`src/rtl/vga_timing_ctrl.sv`:
```
// VGA timing generator with a configurable pixel-source latency, built-in test patterns
// and frame/line strobes, so that registered pixel sources stay aligned with sync and blanking.
module vga_timing_ctrl #(
    parameter int H_DISPLAY  = 800,
    parameter int H_FP       = 40,
    parameter int H_SYNC     = 128,
    parameter int H_BP       = 88,
    parameter int V_DISPLAY  = 600,
    parameter int V_FP       = 1,
    parameter int V_SYNC     = 4,
    parameter int V_BP       = 23,
    parameter bit HSYNC_POL  = 1'b0,
    parameter bit VSYNC_POL  = 1'b0,
    parameter int PIPE_DEPTH = 1,
    parameter int COLOR_W    = 4
) (
    input  logic               clk,
    input  logic               reset_n,
    input  logic [1:0]         mode,
    output logic [10:0]        pixel_x,
    output logic [10:0]        pixel_y,
    output logic               pixel_valid,
    input  logic [COLOR_W-1:0] input_r,
    input  logic [COLOR_W-1:0] input_g,
    input  logic [COLOR_W-1:0] input_b,
    output logic               hsync,
    output logic               vsync,
    output logic               de,
    output logic [COLOR_W-1:0] red,
    output logic [COLOR_W-1:0] green,
    output logic [COLOR_W-1:0] blue,
    output logic               frame_start,
    output logic               line_start
);

    localparam int H_TOTAL = H_DISPLAY + H_FP + H_SYNC + H_BP;
    localparam int V_TOTAL = V_DISPLAY + V_FP + V_SYNC + V_BP;
    localparam int BAR_W   = H_DISPLAY / 8;

    localparam logic [10:0] H_LAST   = 11'(H_TOTAL - 1);
    localparam logic [10:0] V_LAST   = 11'(V_TOTAL - 1);
    localparam logic [10:0] H_ACT    = 11'(H_DISPLAY);
    localparam logic [10:0] V_ACT    = 11'(V_DISPLAY);
    localparam logic [10:0] X_LAST   = 11'(H_DISPLAY - 1);
    localparam logic [10:0] Y_LAST   = 11'(V_DISPLAY - 1);
    localparam logic [10:0] HS_BEG   = 11'(H_DISPLAY + H_FP);
    localparam logic [10:0] HS_END   = 11'(H_DISPLAY + H_FP + H_SYNC);
    localparam logic [10:0] VS_BEG   = 11'(V_DISPLAY + V_FP);
    localparam logic [10:0] VS_END   = 11'(V_DISPLAY + V_FP + V_SYNC);
    localparam logic [10:0] BAR_LAST = 11'(BAR_W - 1);

    typedef struct packed {
        logic       active;
        logic       hs;
        logic       vs;
        logic       frame;
        logic       line;
        logic [1:0] sel;
        logic [2:0] pat;
    } stage_t;

    logic [10:0] h_cnt, v_cnt, bar_pos;
    logic [2:0]  bar_idx;
    logic [1:0]  active_mode;
    logic        at_origin, in_active, grid_hit;
    logic [1:0]  pos_mode;
    stage_t      cur, tail;
    stage_t      pipe [PIPE_DEPTH];
    logic [COLOR_W-1:0] col_r, col_g, col_b;

    // The mode is latched at the origin, so the origin pixel itself must already see the new mode.
    always_comb begin
        at_origin = (h_cnt == '0) && (v_cnt == '0);
        in_active = (h_cnt < H_ACT) && (v_cnt < V_ACT);
        pos_mode  = at_origin ? mode : active_mode;
        grid_hit  = (h_cnt[3:0] == 4'd0) || (v_cnt[3:0] == 4'd0) ||
                    (h_cnt == X_LAST) || (v_cnt == Y_LAST);
        cur        = '0;
        cur.active = in_active;
        cur.hs     = (h_cnt >= HS_BEG) && (h_cnt < HS_END);
        cur.vs     = (v_cnt >= VS_BEG) && (v_cnt < VS_END);
        cur.frame  = at_origin;
        cur.line   = (h_cnt == '0) && (v_cnt < V_ACT);
        cur.sel    = pos_mode;
        if (pos_mode == 2'd1)
            cur.pat = ~bar_idx;
        else if (pos_mode == 2'd2 && grid_hit)
            cur.pat = 3'b111;
        else
            cur.pat = 3'b000;
    end

    always_ff @(posedge clk or negedge reset_n) begin
        if (!reset_n) begin
            h_cnt       <= '0;
            v_cnt       <= '0;
            bar_pos     <= '0;
            bar_idx     <= '0;
            active_mode <= '0;
        end else begin
            if (at_origin)
                active_mode <= mode;
            if (h_cnt == H_LAST) begin
                h_cnt <= '0;
                v_cnt <= (v_cnt == V_LAST) ? '0 : v_cnt + 11'd1;
            end else begin
                h_cnt <= h_cnt + 11'd1;
            end
            // Bar index tracked incrementally; it saturates at 7 when H_DISPLAY is not a multiple of 8.
            if (h_cnt == H_LAST) begin
                bar_pos <= '0;
                bar_idx <= '0;
            end else if (bar_pos == BAR_LAST) begin
                bar_pos <= '0;
                if (bar_idx != 3'd7)
                    bar_idx <= bar_idx + 3'd1;
            end else begin
                bar_pos <= bar_pos + 11'd1;
            end
        end
    end

    always_ff @(posedge clk or negedge reset_n) begin
        if (!reset_n) begin
            pixel_x     <= 11'h7FF;
            pixel_y     <= 11'h7FF;
            pixel_valid <= 1'b0;
        end else if (in_active) begin
            pixel_x     <= h_cnt;
            pixel_y     <= v_cnt;
            pixel_valid <= 1'b1;
        end else begin
            pixel_x     <= 11'h7FF;
            pixel_y     <= 11'h7FF;
            pixel_valid <= 1'b0;
        end
    end

    always_ff @(posedge clk or negedge reset_n) begin
        if (!reset_n) begin
            for (int i = 0; i < PIPE_DEPTH; i++)
                pipe[i] <= '0;
        end else begin
            pipe[0] <= cur;
            for (int i = 1; i < PIPE_DEPTH; i++)
                pipe[i] <= pipe[i-1];
        end
    end

    always_comb begin
        tail  = pipe[PIPE_DEPTH-1];
        col_r = '0;
        col_g = '0;
        col_b = '0;
        if (tail.active) begin
            case (tail.sel)
                2'd0: begin
                    col_r = input_r;
                    col_g = input_g;
                    col_b = input_b;
                end
                2'd1, 2'd2: begin
                    col_r = {COLOR_W{tail.pat[2]}};
                    col_g = {COLOR_W{tail.pat[1]}};
                    col_b = {COLOR_W{tail.pat[0]}};
                end
                default: ;
            endcase
        end
    end

    always_ff @(posedge clk or negedge reset_n) begin
        if (!reset_n) begin
            hsync       <= ~HSYNC_POL;
            vsync       <= ~VSYNC_POL;
            de          <= 1'b0;
            red         <= '0;
            green       <= '0;
            blue        <= '0;
            frame_start <= 1'b0;
            line_start  <= 1'b0;
        end else begin
            hsync       <= tail.hs ^ ~HSYNC_POL;
            vsync       <= tail.vs ^ ~VSYNC_POL;
            de          <= tail.active;
            red         <= col_r;
            green       <= col_g;
            blue        <= col_b;
            frame_start <= tail.frame;
            line_start  <= tail.line;
        end
    end

endmodule

```
`config.mk`:
```
export PLATFORM = sky130hd
export DESIGN_NAME = vga_timing_ctrl
export DESIGN_NICKNAME = d
export VERILOG_FILES = /design/src/rtl/vga_timing_ctrl.sv
export SDC_FILE = /design/constraint.sdc
export NUM_CORES = 1
export LEC_CHECK = 0
export BUFFER_PORTS_ARGS = -buffer_cell sky130_fd_sc_hd__buf_2
export CORE_ASPECT_RATIO = 1.2
export CORE_MARGIN = 10
export CORE_UTILIZATION = 50
export DETAILED_ROUTE_END_ITERATION = 10
export PLACE_DENSITY = 0.7
export SYNTH_ARGS = -nofsm -noshare
export SYNTH_HDL_FRONTEND = slang
export SYNTH_SLANG_ARGS = --single-unit
```
`constraint.sdc`:
```
create_clock -name clk -period 3 [get_ports clk]
set_input_delay 0.9 -clock clk [delete_from_list [all_inputs] [get_ports clk]]
set_output_delay 0.9 -clock clk [all_outputs]
set_load 0.1 [all_outputs]
```
==> flow_metrics.env, run 1 <==
export IMPL_setup_viol=0
export IMPL_drt_iter0_drc=80
export IMPL_rr_worst_depth=7
export IMPL_fin_skew_ns=0.00764
export IMPL_grt_max_degree=47
export IMPL_power_switching_mw=0.560
export IMPL_firstDrtPassIters=4
export IMPL_drv_slew=0
export IMPL_tightest_slew_ns=0.566
export IMPL_reg2reg_to="pipe[0]"
export IMPL_cts_buffers=9
export IMPL_utilization_pct=60.6
export IMPL_ys_warn_count=0
export IMPL_grt_pass1_wl_um=12000
export IMPL_ios=56
export IMPL_chipHeight_um=113
export IMPL_end_kind="primary output"
export IMPL_routed_wl_um=7110
export IMPL_slew_headroom_pct=62.3
export IMPL_min_from="pipe[8]"
export IMPL_worstPathMaxFanout=1
export IMPL_syn_cell_area_mm2=0.00359
export IMPL_cts_sinks=85
export IMPL_drive_above_1_share_pct=27.0
export IMPL_tritoncts="done"
export IMPL_clkPwrFrac_pct=39.3
export IMPL_power_density_mw_per_mm2=538
export IMPL_yosysSeqAreaShare_pct=60.1
export IMPL_synth_cell_types=37
export IMPL_start_kind="flip-flop"
export IMPL_ys_ff_latch=85
export IMPL_worst_ep_required_time_ns=2.10
export IMPL_grt_ovfl_total=0
export IMPL_grt_usage_pct=13.1
export IMPL_p_leak_nw=2.01
export IMPL_area_growth_pct=16.3
export IMPL_final_antenna_net_count=0
export IMPL_r2r_setup_slack_ns=0.88
export IMPL_finalSetupTns_ns=0
export IMPL_syn_avg_cell_area_um2=10.9
export IMPL_p_comb_share_pct=8.6
export IMPL_hold_depth=1
export IMPL_p_seq_share_pct=52.1
export IMPL_swShare_pct=24.9
export IMPL_core_mm2=0.00690
export IMPL_cp_slowest_stage_delay_ns=0.53
export IMPL_clk_pin_slew_ns=0.08
export IMPL_final_period_utilization_pct=73.3
export IMPL_worstPathCellList="buf_2"
export IMPL_rsz0062_at_grt="no"
export IMPL_slowest_stage="dfstp_2"
export IMPL_die_area_mm2=0.0110
export IMPL_rows=33
export IMPL_antennaDiodeCount=0
export IMPL_cp_top_family="flip-flops"
export IMPL_insertion_delay_ns=0.35
export IMPL_syn_instance_count=330
export IMPL_dpl_hpwl_um=5140
export IMPL_arrival_ns=1.30
export IMPL_reg2reg_from="h_cnt[0]"
export IMPL_place_congestion=0.867
export IMPL_vias=2515
export IMPL_post_cts_resized=0
export IMPL_root_buffer="clkbuf_8"
export IMPL_post_cts_setup_buffers=0
export IMPL_fill_cells=564
export IMPL_min_to="hsync"
export IMPL_cts_buffer_depth=2
export IMPL_drcViolationCount=0
export IMPL_outcome="complete, no violations"
export IMPL_multi_input_area_mm2=0.00133
export IMPL_grt_pass1_vias=2489
export IMPL_timing_fmax_mhz=455
export IMPL_wire_per_inst_um=14.9
export IMPL_cap_violations=0
export IMPL_hold_buffers=0
export IMPL_critical_path_class="flip-flop to primary output"
export IMPL_antenna_found_initial=0
export IMPL_regArea_mm2=0.00216
export IMPL_portBuffers=55
export IMPL_ir_drop_mv=0.329
export IMPL_fin_crit_ns=2.20
export IMPL_die_w_um=97.4
export IMPL_hp_class="flip-flop to flip-flop"
export IMPL_internal_power_mw=1.69
export IMPL_start_util_pct=52.1
export IMPL_cp_buffers_inverters=1
export IMPL_layout_nets=410
export IMPL_routed_via_density=5.28
export IMPL_synthesis_nets=356
export IMPL_cts_max_level=3
export IMPL_hold_viol=0
[cells in the final DEF, fill, tap and decap left out, types with 2 or more instances in the layout]
cell	count
dfrtp_1	61
buf_2	54
nand2_1	37
nor2_1	26
dfstp_2	24
o21ai_0	20
nand2b_1	17
a21oi_1	15
xor2_1	13
inv_1	11
nand3_1	11
nand4_1	10
ha_1	10
clkbuf_8	10
nor3_1	9
xnor2_1	8
and4_1	7
and3_1	4
a31oi_1	4
o31ai_1	4
buf_4	4
nor4_2	3
clkinv_2	3
or4_1	2
or3_1	2
nor4_1	2
a211oi_1	2
mux2i_1	2
bufinv_16	2
[layout make-up]
class,count,area share (%)
inverter,11,0.989
sequential,85,51.6
clock inverter,6,2.01
multi-input combinational,218,31.8
timing repair buffer,59,7.67
clock buffer,10,3.30
tap,87,2.61
[worst max-delay path by stage]
stage	slack (ns)	depth (start not counted)	to	start
after detailed placement	0.95	7	pipe[0]	h_cnt[0]
final	0.80	1	pixel_x[1]	pixel_x[1]
after global placement	1.00	7	pipe[1]	h_cnt[0]
after floorplan	1.07	7	pipe[0]	h_cnt[0]
after CTS	0.78	1	pixel_x[5]	pixel_x[5]
after global routing	0.63	5	v_cnt[8]	h_cnt[7]
[registers in the layout, indices dropped and copies added, names as in the netlist]
register and count:
hsync 1, bar_pos 11, blue 4, v_cnt 11, line_start 1, frame_start 1
red 4, pixel_x 11, h_cnt 11, green 4, de 1, vsync 1
pipe 10, bar_idx 3, pixel_y 11
[per-stage QoR]
step           hold slack (ns)  power (mW)  area [um^2]  setup WS (ns)  std cells
2_1_floorplan            0.331        1.33         3590           1.07        330
3_5_place_dp             0.340        1.39         3960          0.954        460
6_report                 0.358        2.25         4180          0.802        476
3_3_place_gp             0.334        1.39         3960           1.00        460
5_1_grt                  0.369        2.33         4180          0.633        476
4_1_cts                  0.358        2.27         4180          0.785        476
[power by group through the flow]
stage	clock network (mW)	registers (mW)	logic, mW
after floorplan	0	1.30	0.0237
after global placement	0	1.19	0.194
after detailed placement	0	1.19	0.196
after global routing	0.947	1.17	0.206
after CTS	0.904	1.17	0.197
final	0.882	1.17	0.193
[cell families (layout without fill, tap and decap cells)]
family / Yosys count / count (layout) / share of synthesized area (%)
fa+ha+maj: 10 / 10 / 3.49
compound gates: 48 / 48 / 7.49
xor+xnor: 21 / 21 / 5.12
simple gates: 137 / 137 / 20.1
flops: 85 / 85 / 60.1
buf+inv: 27 / 86 / 3.10
mux: 2 / 2 / 0.558
[cells in the mapped netlist (all sizes together)]
| cell type | n | area [um^2] |
|---|---|---|
| dfrtp | 61 | 1530 |
| nand2 | 37 | 139 |
| nor2 | 26 | 97.6 |
| dfstp | 24 | 631 |
| o21ai | 20 | 100 |
| nand2b | 17 | 106 |
| a21oi | 15 | 75.1 |
| clkbuf | 13 | 48.8 |
| xor2 | 13 | 114 |
| inv | 11 | 41.3 |
| nand3 | 11 | 55.1 |
| ha | 10 | 125 |
| nand4 | 10 | 62.6 |
| nor3 | 9 | 45.0 |
| xnor2 | 8 | 70.1 |
| and4 | 7 | 61.3 |
| nor4 | 5 | 43.8 |
| a31oi | 4 | 25.0 |
| and3 | 4 | 25.0 |
| o31ai | 4 | 30.0 |
| buf | 3 | 21.3 |
| or3 | 3 | 23.8 |
| or4 | 3 | 26.3 |
| a211oi | 2 | 15.0 |
| mux2i | 2 | 20.0 |
| and2 | 1 | 6.26 |
| nand3b | 1 | 7.51 |
| nor2b | 1 | 6.26 |
| nor4b | 1 | 8.76 |
| o22ai | 1 | 6.26 |
| o311ai | 1 | 8.76 |
| o31a | 1 | 8.76 |
| or3b | 1 | 8.76 |
[metal layers]
layer	vias to the layer above	wire length [um]	part of all wire, %	track usage, %
met5	-	0	0	0
li1	1236	-	-	-
met3	13	347	4.9	2.98
met1	1199	3130	44	15.1
met4	0	167	2.3	7.09
met2	67	3470	49	22.3
Power figures use the tool's default switching activity.
==> inputs of run 2 (changes only) <==
==> constraint.sdc (replaced) <==
create_clock -name clk -period 2.2 [get_ports clk]
set_input_delay 0.66 -clock clk [delete_from_list [all_inputs] [get_ports clk]]
set_output_delay 0.66 -clock clk [all_outputs]
set_load 0.1 [all_outputs]
==> run 2 against run 1 <==
Compared with the run above: setup slack got worse by 0.67 ns; clock-buffer cell count increased by 2; global-route usage increased by 0.37 points.
==> flow_metrics.env, run 2 (synthesis gave the netlist of run 1 again) <==
export IMPL_setup_viol=0
export IMPL_slowest_stage="or3b_2"
export IMPL_grt_usage_pct=13.5
export IMPL_regArea_mm2=0.00216
export IMPL_final_period_utilization_pct=94.1
export IMPL_root_buffer="clkbuf_8"
export IMPL_antennaDiodeCount=0
export IMPL_drt_iter0_drc=81
export IMPL_grt_max_degree=39
export IMPL_post_cts_resized=0
export IMPL_area_growth_pct=17.0
export IMPL_layout_common_cells="dfrtp_1 (61), buf_2 (54), nand2_1 (37)"
export IMPL_dpl_hpwl_um=5370
export IMPL_cp_slowest_stage_delay_ns=0.49
export IMPL_fin_cells=481
export IMPL_fin_skew_ns=0.00747
export IMPL_cts_sinks=85
export IMPL_end_kind="flip-flop"
export IMPL_worst_ep_required_time_ns=2.46
export IMPL_routed_via_density=5.26
export IMPL_hold_buffers=0
export IMPL_cts_buffer_depth=2
export IMPL_final_cell_area_mm2=0.00420
export IMPL_hold_ws_ns=0.227
export IMPL_antenna_found_initial=0
export IMPL_portBuffers=55
export IMPL_place_congestion=0.891
export IMPL_ios=56
export IMPL_drcViolationCount=0
export IMPL_finalSetupTns_ns=0
export IMPL_setup_ws_ns=0.130
export IMPL_dp_cells=465
export IMPL_start_kind="flip-flop"
export IMPL_hold_viol=0
export IMPL_hp_class="primary input to asynchronous set/reset pin"
export IMPL_ir_drop_mv=0.410
export IMPL_multi_input_area_mm2=0.00133
export IMPL_critical_path_class="flip-flop to flip-flop"
export IMPL_slew_headroom_pct=67.0
export IMPL_die_area_mm2=0.0110
export IMPL_cp_top_family="simple AND/OR/NAND/NOR gates"
export IMPL_cp_buffers_inverters=1
export IMPL_vias=2532
export IMPL_power_density_mw_per_mm2=718
export IMPL_p_leak_nw=2.03
export IMPL_routed_wl_um=7170
export IMPL_totalPowerFinal_mw=3.02
export IMPL_cts_max_level=3
export IMPL_layout_nets=415
export IMPL_post_cts_setup_buffers=0
export IMPL_drv_slew=0
export IMPL_rows=33
export IMPL_timing_fmax_mhz=483
export IMPL_fill_cells=566
export IMPL_dp_slack_ns=0.161
export IMPL_core_mm2=0.00690
export IMPL_rsz0062_at_grt="no"
export IMPL_arrival_ns=2.33
export IMPL_grt_ovfl_total=0
export IMPL_worstPathCellList="inv_1 > ha_1 > or3b_2 > or3_4 > nor4_2 > o22ai_1 > o21ai_0"
export IMPL_worstPathMaxFanout=5
export IMPL_start_util_pct=52.1
export IMPL_chipHeight_um=113
export IMPL_grt_pass1_vias=2647
export IMPL_grt_pass1_wl_um=12500
export IMPL_utilization_pct=60.9
export IMPL_tightest_slew_ns=0.499
export IMPL_insertion_delay_ns=0.34
export IMPL_cts_buffers=9
export IMPL_final_antenna_net_count=0
export IMPL_mostFrequentLayoutCell="dfrtp_1"
export IMPL_die_w_um=97.4
export IMPL_tritoncts="done"
export IMPL_drive_above_1_share_pct=27.2
export IMPL_wire_per_inst_um=14.9
export IMPL_outcome="complete, no violations"
export IMPL_fin_crit_ns=2.07
export IMPL_clk_pin_slew_ns=0.08
export IMPL_placed_area_mm2=0.00399
export IMPL_cap_violations=0
export IMPL_firstDrtPassIters=4
==> run 2: changes by cell type in the layout (fill, tap and decap cells not counted), sizes merged <==
cell	previous run	this run
clkinv	3	2
buf	59	64
inv	12	11
clkbuf	10	12
==> run 2: final timing paths <==
path	slack [ns]	depth (start not counted)	endpoint	start
max reg2reg	0.13	7	pipe[1]	h_cnt[0]
min reg2reg	0.35	1	hsync	pipe[8]
min in group clk	0.35	1	hsync	pipe[8]
max in group asynchronous	1.32	2	pixel_y[0]	reset_n
max	0.13	7	pipe[1]	h_cnt[0]
min	0.23	1	bar_pos[2]	reset_n
==> run 2: routing by layer <==
metal	share of wire [%]	routed length, um	track usage (%)
met1	43	3060	16.0
met2	50	3580	23.1
met3	6.1	440	3.47
met4	1.3	94	5.24
met5	0	0	0
==> run 2: layout make-up <==
class | count | area share [%]
Tap cell | 87 | 2.59
Timing Repair Buffer | 64 | 8.52
Inverter | 11 | 0.983
Clock buffer | 12 | 3.22
Clock inverter | 4 | 1.76
Sequential cell | 85 | 51.3
Multi-Input combinational cell | 218 | 31.6
==> run 2: worst reg2reg max path: cells and delay by family (launching register included) <==
family                     cells  cell delay [ns]
and+or+nand+nor                3             1.10
DFF                            1             0.42
AOI/OAI and AO/OA              2             0.25
adders and majority gates      1             0.13
buffers and inverters          1             0.09
==> run 2: report_power, final <==
| group | switching, mW | internal (mW) |
|---|---|---|
| sequential | 0.00669 | 1.59 |
| combinational | 0.223 | 0.0426 |
| clock | 0.516 | 0.642 |
